File: src/rtl/struct_remap_pkg.sv
// rtl/struct_remap_pkg.sv - shared types and constants for the struct field remapper
// Purpose: fill-mode enum, field descriptor struct, skid-buffer state enum and a
//          helper that unpacks one field descriptor from the packed parameter vectors.
package struct_remap_pkg;

    localparam int MAX_FIELDS = 8;
    localparam int DESC_AW    = MAX_FIELDS * 16;

    typedef enum logic {
        ZERO = 1'b0,
        HOLD = 1'b1
    } fill_mode_e;

    typedef struct packed {
        logic [15:0] src_lsb;
        logic [15:0] dst_lsb;
        logic [15:0] width;
    } field_desc_t;

    typedef enum logic [1:0] {
        EMPTY = 2'd0,
        ONE   = 2'd1,
        FULL  = 2'd2
    } skid_state_e;

    // Field idx occupies bits [idx*16 +: 16] of each packed descriptor vector.
    function automatic field_desc_t get_field(
        input logic [DESC_AW-1:0] src_all,
        input logic [DESC_AW-1:0] dst_all,
        input logic [DESC_AW-1:0] wid_all,
        input int                 idx
    );
        field_desc_t fd;
        fd.src_lsb = 16'(src_all >> (16 * idx));
        fd.dst_lsb = 16'(dst_all >> (16 * idx));
        fd.width   = 16'(wid_all >> (16 * idx));
        return fd;
    endfunction

endpackage

File: src/rtl/remap_skid_buf.sv
// rtl/remap_skid_buf.sv - 2-entry valid/ready skid buffer with registered ready
// Purpose: decouples producer and consumer; in_ready is a flop so there is no
//          combinational path from out_ready to in_ready. Strict FIFO order.
// Ports:
//   clk, rst              clock, asynchronous active-high reset
//   in_valid/in_ready     upstream handshake, in_data W bits
//   out_valid/out_ready   downstream handshake, out_data W bits (head entry)
module remap_skid_buf
    import struct_remap_pkg::*;
#(
    parameter int W = 8
) (
    input  logic         clk,
    input  logic         rst,
    input  logic         in_valid,
    output logic         in_ready,
    input  logic [W-1:0] in_data,
    output logic         out_valid,
    input  logic         out_ready,
    output logic [W-1:0] out_data
);

    skid_state_e  state_q, state_d;
    logic [W-1:0] head_q, head_d;
    logic [W-1:0] tail_q, tail_d;
    logic         ready_q, ready_d;
    logic         push, pop;

    assign push = in_valid & ready_q;
    assign pop  = (state_q != EMPTY) & out_ready;

    always_comb begin
        state_d = state_q;
        head_d  = head_q;
        tail_d  = tail_q;
        case (state_q)
            EMPTY: begin
                if (push) begin
                    head_d  = in_data;
                    state_d = ONE;
                end
            end
            ONE: begin
                case ({push, pop})
                    2'b10: begin
                        tail_d  = in_data;
                        state_d = FULL;
                    end
                    2'b01: state_d = EMPTY;
                    2'b11: head_d = in_data;
                    default: ;
                endcase
            end
            FULL: begin
                // ready_q is low in FULL, so only a pop can happen here.
                if (pop) begin
                    head_d  = tail_q;
                    state_d = ONE;
                end
            end
            default: state_d = EMPTY;
        endcase
        ready_d = (state_d != FULL);
    end

    always_ff @(posedge clk or posedge rst) begin
        if (rst) begin
            state_q <= EMPTY;
            head_q  <= '0;
            tail_q  <= '0;
            ready_q <= 1'b0;
        end else begin
            state_q <= state_d;
            head_q  <= head_d;
            tail_q  <= tail_d;
            ready_q <= ready_d;
        end
    end

    assign in_ready  = ready_q;
    assign out_valid = (state_q != EMPTY);
    assign out_data  = head_q;

endmodule

File: src/rtl/struct_field_remap_pipe.sv
// rtl/struct_field_remap_pipe.sv - registered, handshaked packed-struct field remapper
// Purpose: copies NUM_FIELDS bit-fields of in_data into configured positions of
//          out_data, one beat per cycle, latency 1, through a 2-entry skid buffer.
// Ports:
//   clk, rst              clock, asynchronous active-high reset
//   in_valid/in_ready     input handshake, in_data IN_W bits
//   out_valid/out_ready   output handshake, out_data OUT_W bits
//   beat_count            accepted input beats, CNT_W bits, wraps
module struct_field_remap_pipe
    import struct_remap_pkg::*;
#(
    parameter int                       IN_W       = 3,
    parameter int                       OUT_W      = 21,
    parameter int                       NUM_FIELDS = 1,
    parameter logic [NUM_FIELDS*16-1:0] SRC_LSB    = {16'd2},
    parameter logic [NUM_FIELDS*16-1:0] DST_LSB    = {16'd15},
    parameter logic [NUM_FIELDS*16-1:0] FLD_W      = {16'd1},
    parameter fill_mode_e               FILL_MODE  = ZERO,
    parameter int                       CNT_W      = 16
) (
    input  logic             clk,
    input  logic             rst,
    input  logic             in_valid,
    output logic             in_ready,
    input  logic [IN_W-1:0]  in_data,
    output logic             out_valid,
    input  logic             out_ready,
    output logic [OUT_W-1:0] out_data,
    output logic [CNT_W-1:0] beat_count
);

    // Working width wide enough for both source extraction and destination placement.
    localparam int XW = (IN_W > OUT_W) ? IN_W : OUT_W;

    localparam logic [DESC_AW-1:0] SRC_ALL = DESC_AW'(SRC_LSB);
    localparam logic [DESC_AW-1:0] DST_ALL = DESC_AW'(DST_LSB);
    localparam logic [DESC_AW-1:0] WID_ALL = DESC_AW'(FLD_W);

    logic [OUT_W-1:0] hold_q;
    logic [CNT_W-1:0] cnt_q, cnt_d;
    logic [OUT_W-1:0] remapped;
    logic             accept;

    // stage[i+1] is stage[i] with field i written over it, so a higher index
    // overwrites any overlap left by a lower one.
    logic [NUM_FIELDS:0][XW-1:0] stage;

    if (NUM_FIELDS < 1 || NUM_FIELDS > MAX_FIELDS) begin : g_bad_num
        $error("struct_field_remap_pipe: NUM_FIELDS=%0d outside 1..%0d", NUM_FIELDS, MAX_FIELDS);
    end

    assign stage[0] = (FILL_MODE == HOLD) ? XW'(hold_q) : '0;

    for (genvar g = 0; g < NUM_FIELDS; g++) begin : g_field
        localparam field_desc_t FD   = get_field(SRC_ALL, DST_ALL, WID_ALL, g);
        localparam logic [XW-1:0] MASK = ~({XW{1'b1}} << FD.width);

        if (FD.width == 16'd0 ||
            int'(FD.src_lsb) + int'(FD.width) > IN_W ||
            int'(FD.dst_lsb) + int'(FD.width) > OUT_W) begin : g_bad_field
            $error("struct_field_remap_pipe: field %0d out of range", g);
        end

        assign stage[g+1] = (stage[g] & ~(MASK << FD.dst_lsb))
                          | (((XW'(in_data) >> FD.src_lsb) & MASK) << FD.dst_lsb);
    end

    assign remapped = stage[NUM_FIELDS][OUT_W-1:0];
    assign accept   = in_valid & in_ready;
    assign cnt_d    = cnt_q + CNT_W'(1);

    always_ff @(posedge clk or posedge rst) begin
        if (rst) begin
            hold_q <= '0;
            cnt_q  <= '0;
        end else if (accept) begin
            hold_q <= remapped;
            cnt_q  <= cnt_d;
        end
    end

    assign beat_count = cnt_q;

    remap_skid_buf #(
        .W (OUT_W)
    ) u_skid (
        .clk       (clk),
        .rst       (rst),
        .in_valid  (in_valid),
        .in_ready  (in_ready),
        .in_data   (remapped),
        .out_valid (out_valid),
        .out_ready (out_ready),
        .out_data  (out_data)
    );

endmodule
File: config.mk
export PLATFORM = sky130hd
export DESIGN_NAME = struct_field_remap_pipe
export DESIGN_NICKNAME = d
export VERILOG_FILES = /design/src/rtl/struct_remap_pkg.sv /design/src/rtl/remap_skid_buf.sv /design/src/rtl/struct_field_remap_pipe.sv
export SDC_FILE = /design/constraint.sdc
export NUM_CORES = 1
export LEC_CHECK = 0
export ABC_AREA = 1
export CORE_UTILIZATION = 25
export DETAILED_ROUTE_END_ITERATION = 8
export PLACE_DENSITY = 0.5
export SKIP_LAST_GASP = 1
export SYNTH_ARGS = -nofsm -noshare
export SYNTH_HDL_FRONTEND = slang
export SYNTH_SLANG_ARGS = --single-unit
File: constraint.sdc
create_clock -name clk -period 1.5 [get_ports clk]
set_clock_uncertainty 0.15 [all_clocks]
set_input_delay 0.45 -clock clk [delete_from_list [all_inputs] [get_ports clk]]
set_output_delay 0.45 -clock clk [all_outputs]
set_load 0.03 [all_outputs]
==> results of run 1 <==
worst paths after layout:
check / cells after the start / from / endpoint
min in group clk: 2 / u_skid.tail_q[15]$_DFFE_PP0P_ / u_skid.tail_q[15]$_DFFE_PP0P_
max: 3 / u_skid.state_q[1]$_DFF_PP0_ / out_valid
min: 3 / rst / u_skid.tail_q[15]$_DFFE_PP0P_
max in group asynchronous: 3 / rst / beat_count[7]$_DFFE_PP0P_
max reg2reg: 7 / beat_count[1]$_DFFE_PP0P_ / beat_count[9]$_DFFE_PP0P_
min reg2reg: 2 / u_skid.tail_q[15]$_DFFE_PP0P_ / u_skid.tail_q[15]$_DFFE_PP0P_
power breakdown:
| part | switching, W | internal (W) | leakage (nW) |
|---|---|---|---|
| clock network | 0.000183 | 0.000189 | 0.0228 |
| logic | 0.000659 | 0.000587 | 0.654 |
| registers | 0.000108 | 0.000705 | 0.262 |
kinds of logic after synthesis:
group	after synthesis	synth area share (%)
and+or+nand+nor	61	22.2
buffers and inverters	43	19.8
DFF	21	44.1
xor gates and xnor gates	11	8.08
AOI/OAI and AO/OA	8	4.41
adders and majority gates	1	1.05
other	1	0.314
worst reg2reg max path, delay by kind of cell, from the launching register on:
family	cells	cell delay [ns]
buffers and inverters	2	0.22
AND/OR/NAND/NOR	4	0.45
flip-flops	1	0.40
XOR/XNOR	1	0.14
registers in the layout, indices dropped and copies added (netlist names):
name             count
u_skid.out_data      1
beat_count          16
u_skid.in_ready      1
u_skid.state_q       2
u_skid.tail_q        1
per-stage QoR:
step                TNS, ns  hold WS [ns]  util, %
detailed placement    -5.22         0.347     32.5
global route         -0.262         0.373     38.1
CTS                  -0.126         0.350     34.9
global placement      -4.95         0.344     32.5
finish               -0.107         0.350     38.1
floorplan                 0         0.276        -
timing repair:
item                       in CTS  in global routing
gates resized for setup         9                 14
pin swaps                       2                  6
setup buffers                   5                 12
gates cloned                    0                  0
setup endpoints to repair      12                 18
placed cells by master, fill, tap and decap left out, types with 2 or more instances in the layout:
| master | n |
|---|---|
| buf_4 | 37 |
| buf_6 | 6 |
| clkbuf_8 | 3 |
| clkdlybuf4s50_1 | 3 |
| conb_1 | 20 |
| dfrtp_1 | 18 |
| dfrtp_2 | 3 |
| inv_1 | 22 |
| nand2_1 | 31 |
| nand2_2 | 3 |
| nand2_4 | 2 |
| nand3_1 | 5 |
| nand3_2 | 2 |
| nor2_1 | 10 |
| nor2_4 | 5 |
| o21ai_0 | 3 |
| xnor2_1 | 5 |
| xor2_1 | 6 |
cells in the mapped netlist, drive strengths merged:
cell / number / area [µm²]
buf: 20 / 150
nor3: 2 / 10.0
a21oi: 1 / 5.00
a22oi: 1 / 12.5
ha: 1 / 12.5
xor2: 6 / 52.6
nand3: 7 / 35.0
o21ai: 4 / 20.0
dfrtp: 21 / 526
nand2: 36 / 148
nor2: 16 / 72.6
a21o: 1 / 7.51
conb: 1 / 3.75
inv: 23 / 86.3
xnor2: 5 / 43.8
o21bai: 1 / 7.51
cell type report:
type	count	area [µm²]	area share, %
sequential	21	529	31.1
inverter	23	88.8	5.22
clock buffer	4	45.0	2.65
multi-input combinational	101	571	33.5
tap	52	65.1	3.82
timing repair buffer	48	404	23.7
metal layers:
layer  vias to the layer above  global-route usage (%)  share of wire [%]  wire, µm
met3                         2                    2.71                4.9       116
met1                       440                    12.8                 46      1110
met4                         0                    3.33               0.59        14
li1                        502                       -                  -         -
met2                        24                    14.3                 48      1150
met5                         -                       0                  0         0
==> flow_results.org, run 1 <==
** Outcome
- Run status :: finished with violations
- Violations in the final reports :: DRC, setup timing

** Power and ir drop
- Reported leakage power :: ~0.94 nW
- Total power after layout :: 0.00243 W
- Across the VDD grid, the largest voltage drop is 0.472 mV.
- Power per Cell Area :: 1430 mW/mm²

** Setup path
- Max stage delay cell, worst path :: dfrtp_1
- Setup Crit Path Kind :: reg -> out
- Type of element capturing the critical path :: primary output
- Crit path cell chain :: nor2_1, inv_1, buf_6
- The worst setup path is launched from a flop.
- Counting both buffers and inverters, the worst setup path holds a total of 2.
- STA puts the critical path data arrival time at roughly 0.96 ns.
- For this run, the slowest stage of the critical path takes between 0.3 and 0.4 ns.
- Of all nets on the critical path, the largest fanout is 2.
- Family with the most delay on the worst path :: flip-flops
- In this run the register-to-register setup slack is 0.07 ns.
- STA puts the critical path data required time at 0.90 ns.

** Placed design
- Number of buffers inserted by port buffering :: 23
- The HPWL after detailed placement is around 1700 µm.
- Including well taps, the total number of placed cells is 228.
- Routability congestion estimate :: ~0.75
- Area post-placement :: approximately 0.0015 mm²
- Before CTS, the worst setup slack after placement is -0.393 ns.

** Clock network
- Root buf cell :: clkbuf_8
- The clock reaches the later pin of the worst-skew pair after 0.26 ns.
- Buffer levels on the longest clock path :: 2
- TritonCTS built the clock tree.
- Number of buffers created by CTS :: 3
- Hold_buf cts :: 0
- H-Tree Level Count :: 1
- Clock-pin slew was measured on the worst setup and hold paths at about 0.07 ns.
- Number of sinks on the clock net :: 21

** Detailed routing
- Remaining DRCs :: 8
- Routed wire length :: between 2000 and 2500 µm
- In this run the remaining antenna-violating nets after routing total 0.
- Via count normalized by instance count :: approximately 4
- For this block, the initial DRC count from the detailed router was 30.
- Average detailed-routed wire length per instance :: between 9 and 10 µm
- The detailed router placed 968 vias in this run.
- The first detailed-routing pass ran for 6 iterations.

** Synthesis
- After synthesis, the mean cell area works out to between 8 and 9 µm².
- For this run, the number of Yosys warnings is 0.
- Summing every instance area after synthesis gives 0.00119 mm².
- In the synthesized netlist, the number of instances is ~150.
- Synthesis instantiated 19 different standard cells from the library.
- Number of storage elements in the synthesis netlist :: 21
- Sequential elements use between 40 and 50% of the synthesized area.

** Worst hold path
- Hold/Removal Path Class :: in -> async

** Floorplanning
- Floorplan Core Area :: around 0.0045 mm²
- Pin placement for this block handled 46 I/O pins.
- Die height :: roughly 71 µm
- Die boundary width :: 71.1 µm
- Area of the die :: 0.00505 mm²
- The initial utilization of the core area, before any placement, comes to a little over a quarter.
- Num rows :: 24

** Final layout
- Once layout is done, the placed cells without fillers occupy ~0.0017 mm².
- Final standard cell count with taps included and fillers excluded :: roughly 250
- The repair_antennas step left the layout with diodes totalling 0.
- Total Nets Final :: slightly above 200
- Fraction of final layout cells with drive strength greater than 1 :: 34.5%
- The filler cells instantiated in the layout total 479.
- Area Growth Syn to Fin :: 42.8%

** Global routing
- Overall overflow remaining after global route :: 0
- Pin count of the biggest net entering global routing :: 22
- The first global-routing pass estimated roughly 3700 µm of wire.
- Number of global-route vias before repair :: about 840
- Antenna violations before repair :: 0
- GRT Total Usage :: about a tenth

** Run
- Max-cap violations in this run came to 0.

** Timing
- Based on the critical path, the design can be clocked at up to roughly 0.64 GHz.
- Unrepaired setup endpoints after global routing :: true
- The number of failing hold endpoints at the final stage was 0.
- Setup violations remaining at the end of the flow were counted as 3.
- Share of the clock period used by the worst path after layout :: 104%
- Final slew viol count :: 0
- Final min period :: about 1.6 ns
- Final worst-path setup slack :: -0.0555 ns
Note: power is estimated with default switching activity, not from simulation.
==> run 2: changes to the inputs <==
--- a/config.mk
+++ b/config.mk
@@ -6,9 +6,9 @@
 export NUM_CORES = 1
 export LEC_CHECK = 0
 export ABC_AREA = 1
-export CORE_UTILIZATION = 25
+export CORE_UTILIZATION = 43
 export DETAILED_ROUTE_END_ITERATION = 8
-export PLACE_DENSITY = 0.5
+export PLACE_DENSITY = 0.78
 export SKIP_LAST_GASP = 1
 export SYNTH_ARGS = -nofsm -noshare
 export SYNTH_HDL_FRONTEND = slang
==> flow_results.org, run 2 (synthesized netlist as in run 1, its figures left out) <==
** Outcome
- The flow ran to the end, but the final reports show violations.
- Violations in the final reports :: setup timing

** Final layout
- Most used cells in the layout excluding fill and tap cells :: nand2_1, buf_4, inv_1
- Final standard cell count with taps included and fillers excluded :: 227 (-8.8%)
- Area Growth Syn to Fin :: 38.8%
- Count of inserted antenna diode cells :: 0 (unchanged)
- The flip-flop count of the largest register after layout is 16 (unchanged).
- Total Nets Final :: 206 (unchanged)
- The share of layout cells above drive strength 1 was 34.5% (unchanged).
- The filler cell count is 214 (-55%).

** Global routing
- GRT Total Usage :: 17.8% (+8.3 points)
- Number of global-route vias before repair :: 915 (+9.6%)
- The global-route wire length before repair came to 3840 µm (+4.1%).
- The global route total overflow was 0 (unchanged).
- The number of antenna violations at the first check in global routing was 0 (unchanged).
- The largest net degree at the start of global routing is 22 (unchanged).

** Detailed routing
- The remaining design rule violation count is 0 (-8).
- Via count normalized by instance count :: 4.35 (+12%)
- Overall via count from detail_route :: 987 (+2.0%)
- Router iterations before antenna repair :: 4 (-2)
- Drt initial violations :: 10 (-67%)
- The post-route antenna net violation count is 0 (unchanged).
- Routed wire length :: 2380 µm (-0.38%)
- Average detailed-routed wire length per instance :: 10.5 µm (+9.3%)

** Floorplanning
- Die boundary width :: 54.7 µm (-23%)
- Area of the die :: 0.00299 mm² (-41%)
- The initial core utilization was 46.9% (+20 points).
- The core area came to 0.00254 mm² (-43%).
- Num rows :: 18 (-25%)
- The overall die height is 54.7 µm (-23%).
- # IOs :: 46 (unchanged)

** Setup path
- The total buffers and inverters traversed by the critical path was 2 (unchanged).
- Element type at the critical path start :: flop
- Worst-path maximum fanout :: 2 (unchanged)
- The largest incremental delay on the critical path was 0.40 ns (about the same).
- Max stage delay cell, worst path :: dfrtp_1
- Cell depth of the worst flop-to-flop path :: 6 (-1)
- Required time of the critical path :: 0.90 ns (about the same)
- The data arrival time of the worst path came to 1.02 ns (+0.06 ns).
- The worst setup path is captured at a primary output.
- The cell depth of the worst setup path is 3 (unchanged).
- Crit path cell chain :: nor2_1, inv_1, buf_6
- The setup path with the least slack is of type reg -> out.
- The kind of cell with the highest combined delay along the critical path is flip-flops.

** Placed design
- Worst slack after detailed placement :: -0.373 ns (+0.0207 ns)
- Placed cell count :: 203 (-11%)
- The number of input and output port buffers inserted was 23 (unchanged).
- HPWL reported at the end of detailed placement :: 1710 µm (+1.3%)
- Routability congestion estimate :: 0.792 (+5.5%)

** Clock network
- Root buf cell :: clkbuf_4
- Number of buffers created by CTS :: 3 (unchanged)
- Clk_lat worst skew :: 0.30 ns (+0.04 ns)
- The number of buffers inserted by hold repair at cts is 0 (unchanged).
- Buffer levels on the longest clock path :: 2 (unchanged)
- Clock tree from TritonCTS :: done
- The H-tree level count is 1 (unchanged).
- Clock transition at path regs :: 0.12 ns (+0.05 ns)
- Number of sinks on the clock net :: 21 (unchanged)

** Timing
- The max-slew violation total from the final report came to 0 (unchanged).
- Final Hold Violating Endpoints :: 0 (unchanged)
- The total negative slack came to -0.182 ns (-0.0752 ns).
- Final worst-path setup slack :: -0.122 ns (-0.0660 ns)
- Achievable Freq :: 0.617 GHz (-4.1%)
- The final setup violation count came to 4 (+1).
- Setup repair after global routing could not meet its margin everywhere.
- Share of the clock period used by the worst path after layout :: 108% (+4.4 points)
- Final min period :: 1.62 ns (+0.0660 ns)

** Worst hold path
- The tightest min-delay check is of the in -> async type.

** Power and ir drop
- Reported leakage power :: 0.939 nW (about the same)
- Power per Cell Area :: 1350 mW/mm² (-5.6%)
- The worst supply voltage drop on vdd was 1.10 mV (+130%).

** Run
- The count of max-cap constraint violations is 0 (unchanged).
[run 2: cell count changes in the layout (fill, tap and decap cells not counted), sizes merged]
cell and delta:
dlygate4sd2 -1, dlymetal6s2s +1
[run 2: area by class of cell]
class,instances,area (µm²),area share (%)
Multi-Input combinational cell,101,547,33.0
Timing Repair Buffer,48,430,26.0
Tap cell,30,37.5,2.27
Clock buffer,4,26.3,1.59
Inverter,23,86.3,5.22
Sequential cell,21,528,31.9
[run 2: timing repair]
action,in CTS,in global routing
pin swaps,1,12
buffers inserted,14,6
gates resized for setup,7,16
endpoints found under the setup margin,19,24
[run 2: stage by stage]
stage / util (%) / area [µm²] / hold slack (ns) / total power [W]
after floorplan: - / 1280 / 0.276 / 0.00146
after global placement: 55.2 / 1400 / 0.330 / 0.00170
after detailed placement: 55.2 / 1400 / 0.341 / 0.00174
after CTS: 61.2 / 1560 / 0.315 / 0.00217
after global routing: 65.0 / 1660 / 0.340 / 0.00237
final: 65.0 / 1660 / 0.308 / 0.00223
[run 2: report_power, final]
part	leakage (nW)	switching, W	internal (W)
registers	0.264	0.000117	0.000705
clock network	0.0150	0.000173	0.000104
logic	0.660	0.000634	0.000498
[run 2: layer usage]
metal | part of all wire, % | vias to the layer above | GRT usage [%]
li1 | - | 500 | -
met5 | 0 | - | 0
met2 | 53 | 24 | 31.1
met1 | 43 | 461 | 22.1
met4 | 0.63 | 0 | 5.98
met3 | 4.0 | 2 | 2.22
[run 2: path summary, 6_finish.rpt]
check                                                     end  slack, ns                          start
worst max-delay path                                out_valid      -0.12    u_skid.state_q[0]$_DFF_PP0_
worst min-delay path               beat_count[10]$_DFFE_PP0P_       0.31                            rst
worst max register to register      beat_count[6]$_DFFE_PP0P_       0.06      beat_count[0]$_DFFE_PP0P_
worst min register to register  u_skid.tail_q[15]$_DFFE_PP0P_       0.37  u_skid.tail_q[15]$_DFFE_PP0P_
max in group asynchronous           beat_count[0]$_DFFE_PP0P_       0.75                            rst
min in group clk                u_skid.tail_q[15]$_DFFE_PP0P_       0.37  u_skid.tail_q[15]$_DFFE_PP0P_
[run 2: worst min-delay path: cells and delay by family]
| family | cells | cell delay (ns) |
|---|---|---|
| buf+inv | 3 | 0.66 |
==> run 3: changes to the inputs <==
--- a/config.mk
+++ b/config.mk
@@ -6,9 +6,11 @@
 export NUM_CORES = 1
 export LEC_CHECK = 0
 export ABC_AREA = 1
-export CORE_UTILIZATION = 43
+export CAP_MARGIN = 30
+export CORE_UTILIZATION = 39
 export DETAILED_ROUTE_END_ITERATION = 8
-export PLACE_DENSITY = 0.78
+export PLACE_DENSITY = 0.74
+export REMOVE_ABC_BUFFERS = 1
 export SKIP_LAST_GASP = 1
 export SYNTH_ARGS = -nofsm -noshare
 export SYNTH_HDL_FRONTEND = slang
==> constraint.sdc (replaced) <==
create_clock -name clk -period 1.44 [get_ports clk]
set_clock_uncertainty 0.15 [all_clocks]
set_input_delay 0.432 -clock clk [delete_from_list [all_inputs] [get_ports clk]]
set_output_delay 0.432 -clock clk [all_outputs]
set_load 0.03 [all_outputs]
==> flow_results.org, run 3 (synthesized netlist as in run 1, its figures left out) <==
** Global routing
- The via count of the first global-routing pass is 1016 (+11%).
- The global route total overflow was 0 (unchanged).
- Pin count of the biggest net entering global routing :: 22 (unchanged)
- The global router's overall resource usage is 17.3% (-0.50 points).
- Met1 demand-to-capacity share in global routing :: 19.9% (-2.2 points)
- Most Used Layer, Global Route :: met2
- The met3 usage was 3.40% (+1.2 points).
- Antenna violations before repair :: 0 (unchanged)
- The global-route wire length before repair is 4310 µm (+12%).
- Met2 routing resource usage after global routing :: 30.8% (-0.37 points)

** Power and ir drop
- The net switching power is 0.00108 W (+17%).
- The fraction of power spent switching nets was 40.9% (-0.53 points).
- Internal Pwr Total :: 0.00156 W (+20%)
- Worst IR Drop VDD :: 0.949 mV (-14%)
- The part of the power in combinational logic was 57.5% (+6.8 points).
- Share of power burned in the clock network :: 11.0% (-1.4 points)
- The post-route total power came to 0.00265 W (+19%).
- The register share of total power came to 31.5% (-5.3 points).
- Reported leakage power :: 1.01 nW (+7.8%)
- The power per unit of standard cell area was 1430 mW/mm² (+6.5%).

** Clock network
- Root buf cell :: clkbuf_4
- H-Tree Level Count :: 1 (unchanged)
- TritonCTS built the clock tree.
- Number of sinks on the clock net :: 21 (unchanged)
- The clock transition time at the flip-flop clock pins of the worst setup and hold paths is 0.12 ns (about the same).
- Hold_buf cts :: 0 (unchanged)
- Clk_lat worst skew :: 0.30 ns (about the same)
- The maximum buffer depth of the clock tree was 2 (unchanged).
- The number of CTS-inserted buffers was 3 (unchanged).

** Timing
- Final min period :: 1.59 ns
- The smallest hold slack came to 0.275 ns (-0.0324 ns).
- Final Hold Violating Endpoints :: 0 (unchanged)
- Setup repair after global routing could not meet its margin everywhere.
- Aggregate negative setup slack :: -0.584 ns (-0.401 ns)
- The max-slew violation total from the final report came to 0 (unchanged).
- The final setup violation count was 14 (+10).
- Final worst-path setup slack :: -0.155 ns (-0.0330 ns)
- After layout, the worst path uses 111% of the clock period.
- Timing would allow up to 0.627 GHz.

** Floorplanning
- The number of placed I/O pins came to 46 (unchanged).
- The row count is 19 (+1).
- Die boundary width :: 57.3 µm (+4.8%)
- The overall die area is 0.00328 mm² (+9.9%).
- The core area was 0.00283 mm² (+11%).
- Die height :: 57.3 µm (+4.8%)
- Initial standard-cell utilization of the core :: 42.1% (-4.7 points)

** Setup path
- The data required time of the critical path came to 0.86 ns (-0.04 ns).
- The total buffers and inverters traversed by the critical path was 2 (unchanged).
- Family with the most delay on the worst path :: flip-flops
- Element type at the critical path start :: flop
- The largest incremental delay on the critical path was 0.41 ns (about the same).
- The slowest stage of the critical path belongs to the cell dfrtp_1.
- Worst-path maximum fanout :: 2 (unchanged)
- Setup Crit Path Kind :: reg -> out
- Type of element capturing the critical path :: primary output
- The critical path goes through nor2_1, inv_1, buf_6.
- Arr. time, crit path :: 1.01 ns (about the same)

** Final layout
- Area Growth Syn to Fin :: 54.7%
- Count of inserted antenna diode cells :: 0 (unchanged)
- Leaving out fill and tap cells, the most frequent cells in the layout are nand2_1, buf_4, buf_6.
- Fraction of final layout cells with drive strength greater than 1 :: 43.4% (+8.9 points)
- The flip-flop count of the largest register after layout is 16 (unchanged).
- The filler cell count came to 233 (+8.9%).
- Leaving out fill and tap cells, the most frequent cell in the layout is nand2_1.
- The number of nets at the end of the flow came to 214 (+3.9%).

** Detailed routing
- Drt initial violations :: 39 (+29)
- The detailed-route wire length is 2740 µm (+15%).
- Remaining antenna violation count after routing :: 0 (unchanged)
- The remaining design rule violation count is 4 (+4).
- Average detailed-routed wire length per instance :: 11.6 µm (+11%)
- The vias per cell was 4.50 (+3.4%).
- The vias after detailed routing came to 1061 (+7.5%).
- The iteration count of the initial detailed-routing pass is 8 (+4).

** Worst hold path
- Hold/Removal Path Class :: in -> async

** Placed design
- The number of input and output port buffers inserted was 23 (unchanged).
- The post-detailed-placement half-perimeter wirelength is 1670 µm (-2.3%).
- Routability congestion estimate :: 0.823 (+3.9%)

** Run
- The count of max-cap constraint violations came to 0 (unchanged).

** Outcome
- Run status :: finished with violations
- Violations in the final reports :: DRC, setup timing
==> run 3: cell type report <==
cell class / instances / area (µm²) / area share (%)
multi-input combinational: 101 / 627 / 34.0
timing repair buffer: 56 / 536 / 29.0
clock buffer: 4 / 26.3 / 1.42
tap: 31 / 38.8 / 2.10
inverter: 23 / 88.8 / 4.82
sequential: 21 / 528 / 28.6
==> run 3: metrics by stage <==
step                      area (µm²)  utilization (%)  setup WS, ns  instances
after CTS                       1720             60.9        -0.166        233
after global placement          1400             49.5        -0.401        206
final                           1840             65.2        -0.155        236
after global routing            1840             65.2        -0.252        236
after detailed placement        1400             49.5        -0.443        206
after floorplan                 1110                -        -0.167        145
==> run 3: routing by layer <==
metal | share of wire (%) | wire length [µm]
met1 | 41 | 1120
met2 | 53 | 1440
met3 | 4.7 | 128
met4 | 1.8 | 48
met5 | 0 | 0
==> run 3: power by group through the flow <==
stage	sequential [W]	combinational [W]	clock, W
CTS	0.000827	0.00140	0.000305
finish	0.000834	0.00152	0.000290
floorplan	0.00106	0.000381	0
detailed placement	0.000862	0.000942	0
global route	0.000848	0.00163	0.000334
global placement	0.000849	0.000916	0
==> run 3: tightest hold or removal path, delay by kind of cell <==
kind | cells | cell delay [ns]
buffers and inverters | 3 | 0.65
==> run 3: path summary, 6_finish.rpt <==
| check | startpoint | end | slack, ns | cells past startpoint |
|---|---|---|---|---|
| worst max register to register | beat_count[0]$_DFFE_PP0P_ | beat_count[6]$_DFFE_PP0P_ | -0.05 | 7 |
| max in group asynchronous | rst | beat_count[3]$_DFFE_PP0P_ | 0.72 | 3 |
| worst max-delay path | u_skid.state_q[0]$_DFF_PP0_ | out_valid | -0.15 | 3 |
| worst min register to register | u_skid.tail_q[15]$_DFFE_PP0P_ | u_skid.tail_q[15]$_DFFE_PP0P_ | 0.37 | 2 |
| worst min-delay path | rst | beat_count[15]$_DFFE_PP0P_ | 0.28 | 3 |
| min in group clk | u_skid.tail_q[15]$_DFFE_PP0P_ | u_skid.tail_q[15]$_DFFE_PP0P_ | 0.37 | 2 |
==> run 3: what timing repair did <==
item	in CTS	in global routing
setup buffers	23	4
endpoints found under the setup margin	26	31
pin swaps	7	18
gates resized for setup	35	29
hold endpoints to repair	0	0
